File: config.mk
export PLATFORM = sky130hd
export DESIGN_NAME = disp_arbiter
export DESIGN_NICKNAME = d
export VERILOG_FILES = /design/src/rtl/disp_arbiter.sv
export SDC_FILE = /design/constraint.sdc
export NUM_CORES = 1
export LEC_CHECK = 0
export CAP_MARGIN = 15
export CORE_ASPECT_RATIO = 1.5
export CORE_MARGIN = 5
export CORE_UTILIZATION = 43
export CTS_CLUSTER_DIAMETER = 200
export CTS_CLUSTER_SIZE = 25
export DETAILED_ROUTE_END_ITERATION = 10
export HOLD_SLACK_MARGIN = 0.12
export PLACE_DENSITY_LB_ADDON = 0.12
export SYNTH_ARGS = -nofsm -noshare
export SYNTH_HDL_FRONTEND = slang
export SYNTH_SLANG_ARGS = --single-unit
File: constraint.sdc
create_clock -name clk -period 1.95 [get_ports clk]
set_input_delay 0.195 -clock clk [delete_from_list [all_inputs] [get_ports clk]]
set_output_delay 0.195 -clock clk [all_outputs]
set_load 0.005 [all_outputs]
File: src/rtl/disp_arbiter.sv
// Display arbiter: two requesters share one 3-digit 7-seg display.
// Round-robin with a minimum hold time; blanks when idle.
module disp_arbiter #(
  parameter int HOLD_CYC = 1000,
  parameter int DW       = 4
) (
  input  logic            clk,
  input  logic            rst,
  input  logic            req0,
  input  logic [3*DW-1:0] dat0,
  input  logic            req1,
  input  logic [3*DW-1:0] dat1,
  output logic            gnt0,
  output logic            gnt1,
  output logic [3*DW-1:0] disp_dat,
  output logic            disp_blank,
  output logic            owner
);

  localparam int HE = (HOLD_CYC < 1) ? 1 : HOLD_CYC;
  localparam int CW = $clog2(HE + 1);
  localparam logic [CW-1:0] LOAD = CW'(HE - 1);

  typedef enum logic {IDLE, OWN} state_e;

  state_e          state_q, state_d;
  logic [CW-1:0]   hold_q, hold_d;
  logic            rr_q, rr_d;
  logic            own_q, own_d;
  logic            g0_q, g0_d;
  logic            g1_q, g1_d;
  logic            blk_q, blk_d;
  logic [3*DW-1:0] dat_q, dat_d;

  logic            req_own, req_oth, win;
  logic [3*DW-1:0] dat_own, dat_oth;

  // Route owner/other views and pick the idle-state winner.
  always_comb begin
    req_own = own_q ? req1 : req0;
    req_oth = own_q ? req0 : req1;
    dat_own = own_q ? dat1 : dat0;
    dat_oth = own_q ? dat0 : dat1;
    win     = (req0 & req1) ? ~rr_q : req1;
  end

  // Next-state and registered-output logic.
  always_comb begin
    state_d = state_q;
    hold_d  = hold_q;
    rr_d    = rr_q;
    own_d   = own_q;
    g0_d    = g0_q;
    g1_d    = g1_q;
    blk_d   = blk_q;
    dat_d   = dat_q;
    unique case (state_q)
      IDLE: begin
        if (req0 | req1) begin
          state_d = OWN;
          own_d   = win;
          rr_d    = win;
          hold_d  = LOAD;
          g0_d    = ~win;
          g1_d    = win;
          blk_d   = 1'b0;
          dat_d   = win ? dat1 : dat0;
        end else begin
          g0_d  = 1'b0;
          g1_d  = 1'b0;
          blk_d = 1'b1;
          dat_d = '0;
        end
      end
      OWN: begin
        if (hold_q != '0) begin
          hold_d = hold_q - 1'b1;
          if (req_own) dat_d = dat_own;
        end else if (req_oth) begin
          own_d  = ~own_q;
          rr_d   = ~own_q;
          hold_d = LOAD;
          g0_d   = own_q;
          g1_d   = ~own_q;
          dat_d  = dat_oth;
        end else if (req_own) begin
          dat_d = dat_own;
        end else begin
          state_d = IDLE;
          g0_d    = 1'b0;
          g1_d    = 1'b0;
          blk_d   = 1'b1;
          dat_d   = '0;
        end
      end
    endcase
  end

  // State register with synchronous reset.
  always_ff @(posedge clk) begin
    if (rst) begin
      state_q <= IDLE;
      hold_q  <= '0;
      rr_q    <= 1'b1;
      own_q   <= 1'b0;
      g0_q    <= 1'b0;
      g1_q    <= 1'b0;
      blk_q   <= 1'b1;
      dat_q   <= '0;
    end else begin
      state_q <= state_d;
      hold_q  <= hold_d;
      rr_q    <= rr_d;
      own_q   <= own_d;
      g0_q    <= g0_d;
      g1_q    <= g1_d;
      blk_q   <= blk_d;
      dat_q   <= dat_d;
    end
  end

  assign gnt0       = g0_q;
  assign gnt1       = g1_q;
  assign disp_dat   = dat_q;
  assign disp_blank = blk_q;
  assign owner      = own_q;

endmodule
# Word level (Yosys, flattened, before mapping)
# Cells that the tools add are included.
# word_totals
reg_bits	28
output_inout_bits	16
word_cells	67
# classes
n_addsub	1
eq_ne	8
n_mux	39
bitwise	6
reduce_logical	5
# op_table
op	n
2-to-1 mux 12 bit	8
2-to-1 mux 10 bit	3
one-hot mux 12 bit (2 select lines)	1
2-to-1 mux 1 bit	21
one-hot mux 10 bit (2 select lines)	1
one-hot mux 1 bit (2 select lines)	5
nonzero test 10 bit	1
subtractor 10 x 1 -> 10 bit (second input constant)	1
!= test 2 bit (second input constant)	4
AND reduction 3 bit	2
NOT 1 bit	4
AND reduction 2 bit	2
!= test 3 x 1 -> 1 bit (second input constant)	1
!= test 3 x 2 -> 1 bit (second input constant)	1
!= test 3 bit (second input constant)	1
!= test 2 x 1 -> 1 bit (second input constant)	1
AND 1 bit	1
bitwise OR 1 bit	1

# Depth between registers and ports, before layout
# depth
word_depth	5
mapped_depth	8

# Worst setup path after synthesis
# Ideal clock, no wire load.
# synth_path
path_kind	reg2reg
startpoint	register hold_q[0]
endpoint	register hold_q[4]
arrival_time_ns	1.694
t_required_ns	1.819
slack_ns	0.125
path_stages_with_launch	9
path_buffers	1
period_less_slack_ns	1.825
cell_sequence	dfxtp_1 inv_1 ha_1 nor4b_4 a31oi_1 buf_2 o211ai_1 xor2_1 nor3_1
# synth_via
elab_chain_len	3
word_cells_on_any_way	6
cone_classes	1 x add/sub; 1 x eq/ne; 2 x mux; 2 x reduce/logical
# synth_rtl
item	line	rtl
start, declared	27	logic [CW-1:0] hold_q, hold_d;
start signal, assigned	112	hold_q <= hold_d;
subtractor 10 x 1 -> 10 bit or nonzero test 10 bit (tied branches)	77, 76	
2-to-1 mux 10 bit or != test 3 x 1 -> 1 bit (tied branches)	-	
one-hot mux 10 bit (2 select lines) or AND reduction 2 bit (tied branches)	-	
# Several ways; a longest one is shown, not always the timed one.
# A chain may end at the register's enable or synchronous reset.

# Worst setup path after layout
# layout_path
startpoint	register hold_q[1]
endpoint	register hold_q[6]
# The elaborated chain is that of the path after synthesis.

==> flow_metrics.tcl <==
set metrics [dict create \
    outcome "complete, no violations" \
    synth_edf_count 0 \
    min_path_cells 2 \
    cts_tree "built" \
    synth_area_sq_um 1550 \
    grt_pass1_vias 1683 \
    rr_worst_depth 6 \
    drive_above_1_share 0.279 \
    critPathLaunchType "flop" \
    finalWirelength_mm 4.60 \
    dr.first_iter.drc_count 53 \
    synth_nets 193 \
    grt_pass1_wl_mm 7.67 \
    worstPathCellList "inv_1, ha_2, or4b_2, nor3b_2, nor3_1, a211oi_1" \
    grt_start_max_net_pins 17 \
    slowest_stage "or4b_2" \
    rr_startpoint "hold_q[1]$_SDFFE_PP0P_" \
    tightest_slew_ns 0.354 \
    r2r_setup_slack_ns 0.1 \
    route.detailed.drc 0 \
    dp.cells 268 \
    layout.nets 263 \
    synth_warnings 0 \
    finalPower_mw 1.74 \
    max_freq_mhz 539 \
    end_kind "flop" \
    track_usage 0.195 \
    io_buffers 43 \
    ys_seq_area_frac 0.362 \
    cp_num_buf_inv 1 \
    cp_data_required_time_ns 2.14 \
    cts_buffer_depth 2 \
    die_w_microns 59.0 \
    drv_slew 0 \
    critical_path_arrival_ns 2.05 \
    hold_path_end "disp_blank$_SDFFE_PP1P_" \
    die_y_microns 83.5 \
    globalplace.congestion 0.895 \
    critPathTopFamily "simple AND/OR/NAND/NOR gates" \
    stdcell_count 275 \
    cts_num_sinks 28 \
    powerDensity_nw_per_um2 744 \
    synth-seq-cells 28 \
    r2r_end "hold_q[6]$_SDFFE_PP0P_" \
    pin_count 44 \
    fin_ws_ns 0.0954 \
    fin_crit_ns 1.85 \
    coreArea_sq_um 3450 \
    grt_overflow 0 \
    die_area_sq_um 4930 \
    area_delta_synth_final_pct 50.6 \
    final_cell_mix "clkdlybuf4s50_1 (43), buf_4 (31), dfxtp_1 (28), nor3_1 (12), o2bb2ai_1 (11)" \
    row_count 26 \
    start_util 0.450 \
    firstDrtPassIters 4 \
    finalHoldViolations 0 \
    avgSynthCellArea_sq_um 9.45 \
    cpPeakStageDelay_ns 0.67 \
    dp_hpwl_mm 3.65 \
    finalSetupViolCount 0 \
    fin_util 0.677 \
    n_antenna_cell 0 \
    slew_headroom 0.761 \
    crit_type "reg2reg" \
    hp-start "disp_blank$_SDFFE_PP1P_" \
    clk_pin_slew_ns 0.10 \
    cts_buffers 3 \
    antenna_left 0 \
    p_leak_nw 0.862 \
    synth_cell_types 48 \
    htreeDepth 1 \
    wire_per_inst_microns 16.7 \
    via_count 1566 \
    maxCapViolations 0 \
    place_ws_ns -0.107 \
    vdd_drop_max_v 0.000501 \
    cts_root_buf "clkbuf_8" \
    hold_slack_ns 0.464 \
    final_common_cell "clkdlybuf4s50_1" \
    hp-class "reg2reg" \
    synth_cells 164 \
    async_reset_ff_frac 0 \
    synth_ff_type "dfxtp_1" \
    vias_per_cell 5.69 \
    finalCritPeriodShare 0.951 \
    cp_max_fo 3 \
    finalClockSkew_ns 0.00200 \
    grt_antenna_before_repair 0 \
    clkLatencyLatePin_ns 0.28 \
]
[flip-flops by register name (all words and copies together) (netlist names)]
signal	count
disp_blank	1
disp_dat	12
gnt0	1
gnt1	1
hold_q	10
owner	1
rr_q	1
state_q	1
[worst min-delay path, stage by stage (launching register included)]
cell and delay (ns):
dfxtp_1 0.33, nand2_1 0.05, nand2_1 0.04
[area by class of cell]
class,instances,area [sq um]
repair buffers,76,703
clock inverters,1,30.0
clock buffers,3,41.3
flip-flops and latches,28,561
multi-input cells,120,928
well taps,42,52.6
fillers,309,1110
inverters,5,18.8
[stage by stage]
stage,setup TNS [ns],instance area [sq um]
final,0,2330
after floorplan,0,1550
after global placement,-0.121,2220
after CTS,0,2310
after global routing,-0.00943,2330
after detailed placement,-0.984,2220
[what timing repair did]
action,4_1_cts,5_1_grt
setup endpoints to repair,7,11
hold buffers,0,0
buffers inserted,2,1
pin swaps,0,1
gates resized for setup,0,4
[power breakdown]
group | internal, mW | switching [mW]
Combinational | 0.330 | 0.257
Sequential | 0.631 | 0.0515
Clock | 0.275 | 0.192
Total | 1.24 | 0.501
[worst max path at each step]
| stage | startpoint | endpoint | slack (ns) | depth (start not counted) |
|---|---|---|---|---|
| 2_1_floorplan | hold_q[0]$_SDFFE_PP0P_ | hold_q[4]$_SDFFE_PP0P_ | 0.12 | 8 |
| 3_3_place_gp | req0 | disp_dat[0]$_SDFFE_PP0P_ | -0.03 | 8 |
| 3_5_place_dp | req0 | disp_dat[0]$_SDFFE_PP0P_ | -0.11 | 8 |
| 4_1_cts | hold_q[0]$_SDFFE_PP0P_ | hold_q[6]$_SDFFE_PP0P_ | 0.005 | 9 |
| 5_1_grt | hold_q[1]$_SDFFE_PP0P_ | hold_q[9]$_SDFFE_PP0P_ | -0.006 | 6 |
| 6_report | hold_q[1]$_SDFFE_PP0P_ | hold_q[6]$_SDFFE_PP0P_ | 0.1 | 6 |
[synthesized netlist by cell type, drive strengths merged, types with 3 or more instances]
cell,number,share of area
o2bb2ai,11,0.062
nand2,9,0.022
a21oi,5,0.019
inv,5,0.012
dfxtp,28,0.36
a31oi,3,0.012
or2,3,0.012
a22oi,11,0.086
buf,6,0.027
o21ai,9,0.036
clkbuf,5,0.012
nand3,4,0.021
nor3,14,0.048
o211ai,3,0.015
a211oi,7,0.034
nor2,8,0.019
nand2b,3,0.012
[layer usage]
layer  part of all wire  global-route usage  vias to the layer above
met2               0.56               0.361                       45
met1               0.37               0.202                      745
met4              0.027              0.0845                        0
met5                  0                   0                        -
met3              0.048              0.0341                       11
li1                   -                   -                      765
[kinds of logic (layout without fill, tap and decap cells)]
logic type,after synthesis,in the layout,share of synthesized area
flip-flops,28,28,0.362
multiplexers,3,3,0.0210
AND/OR/NAND/NOR,53,53,0.201
buffers and inverters,16,85,0.0517
AO/OA/AOI/OAI,61,61,0.345
adder cells (fa/ha/maj),1,1,0.00807
XOR/XNOR,2,2,0.0113
No activity file was read; power rests on OpenSTA's default activity.
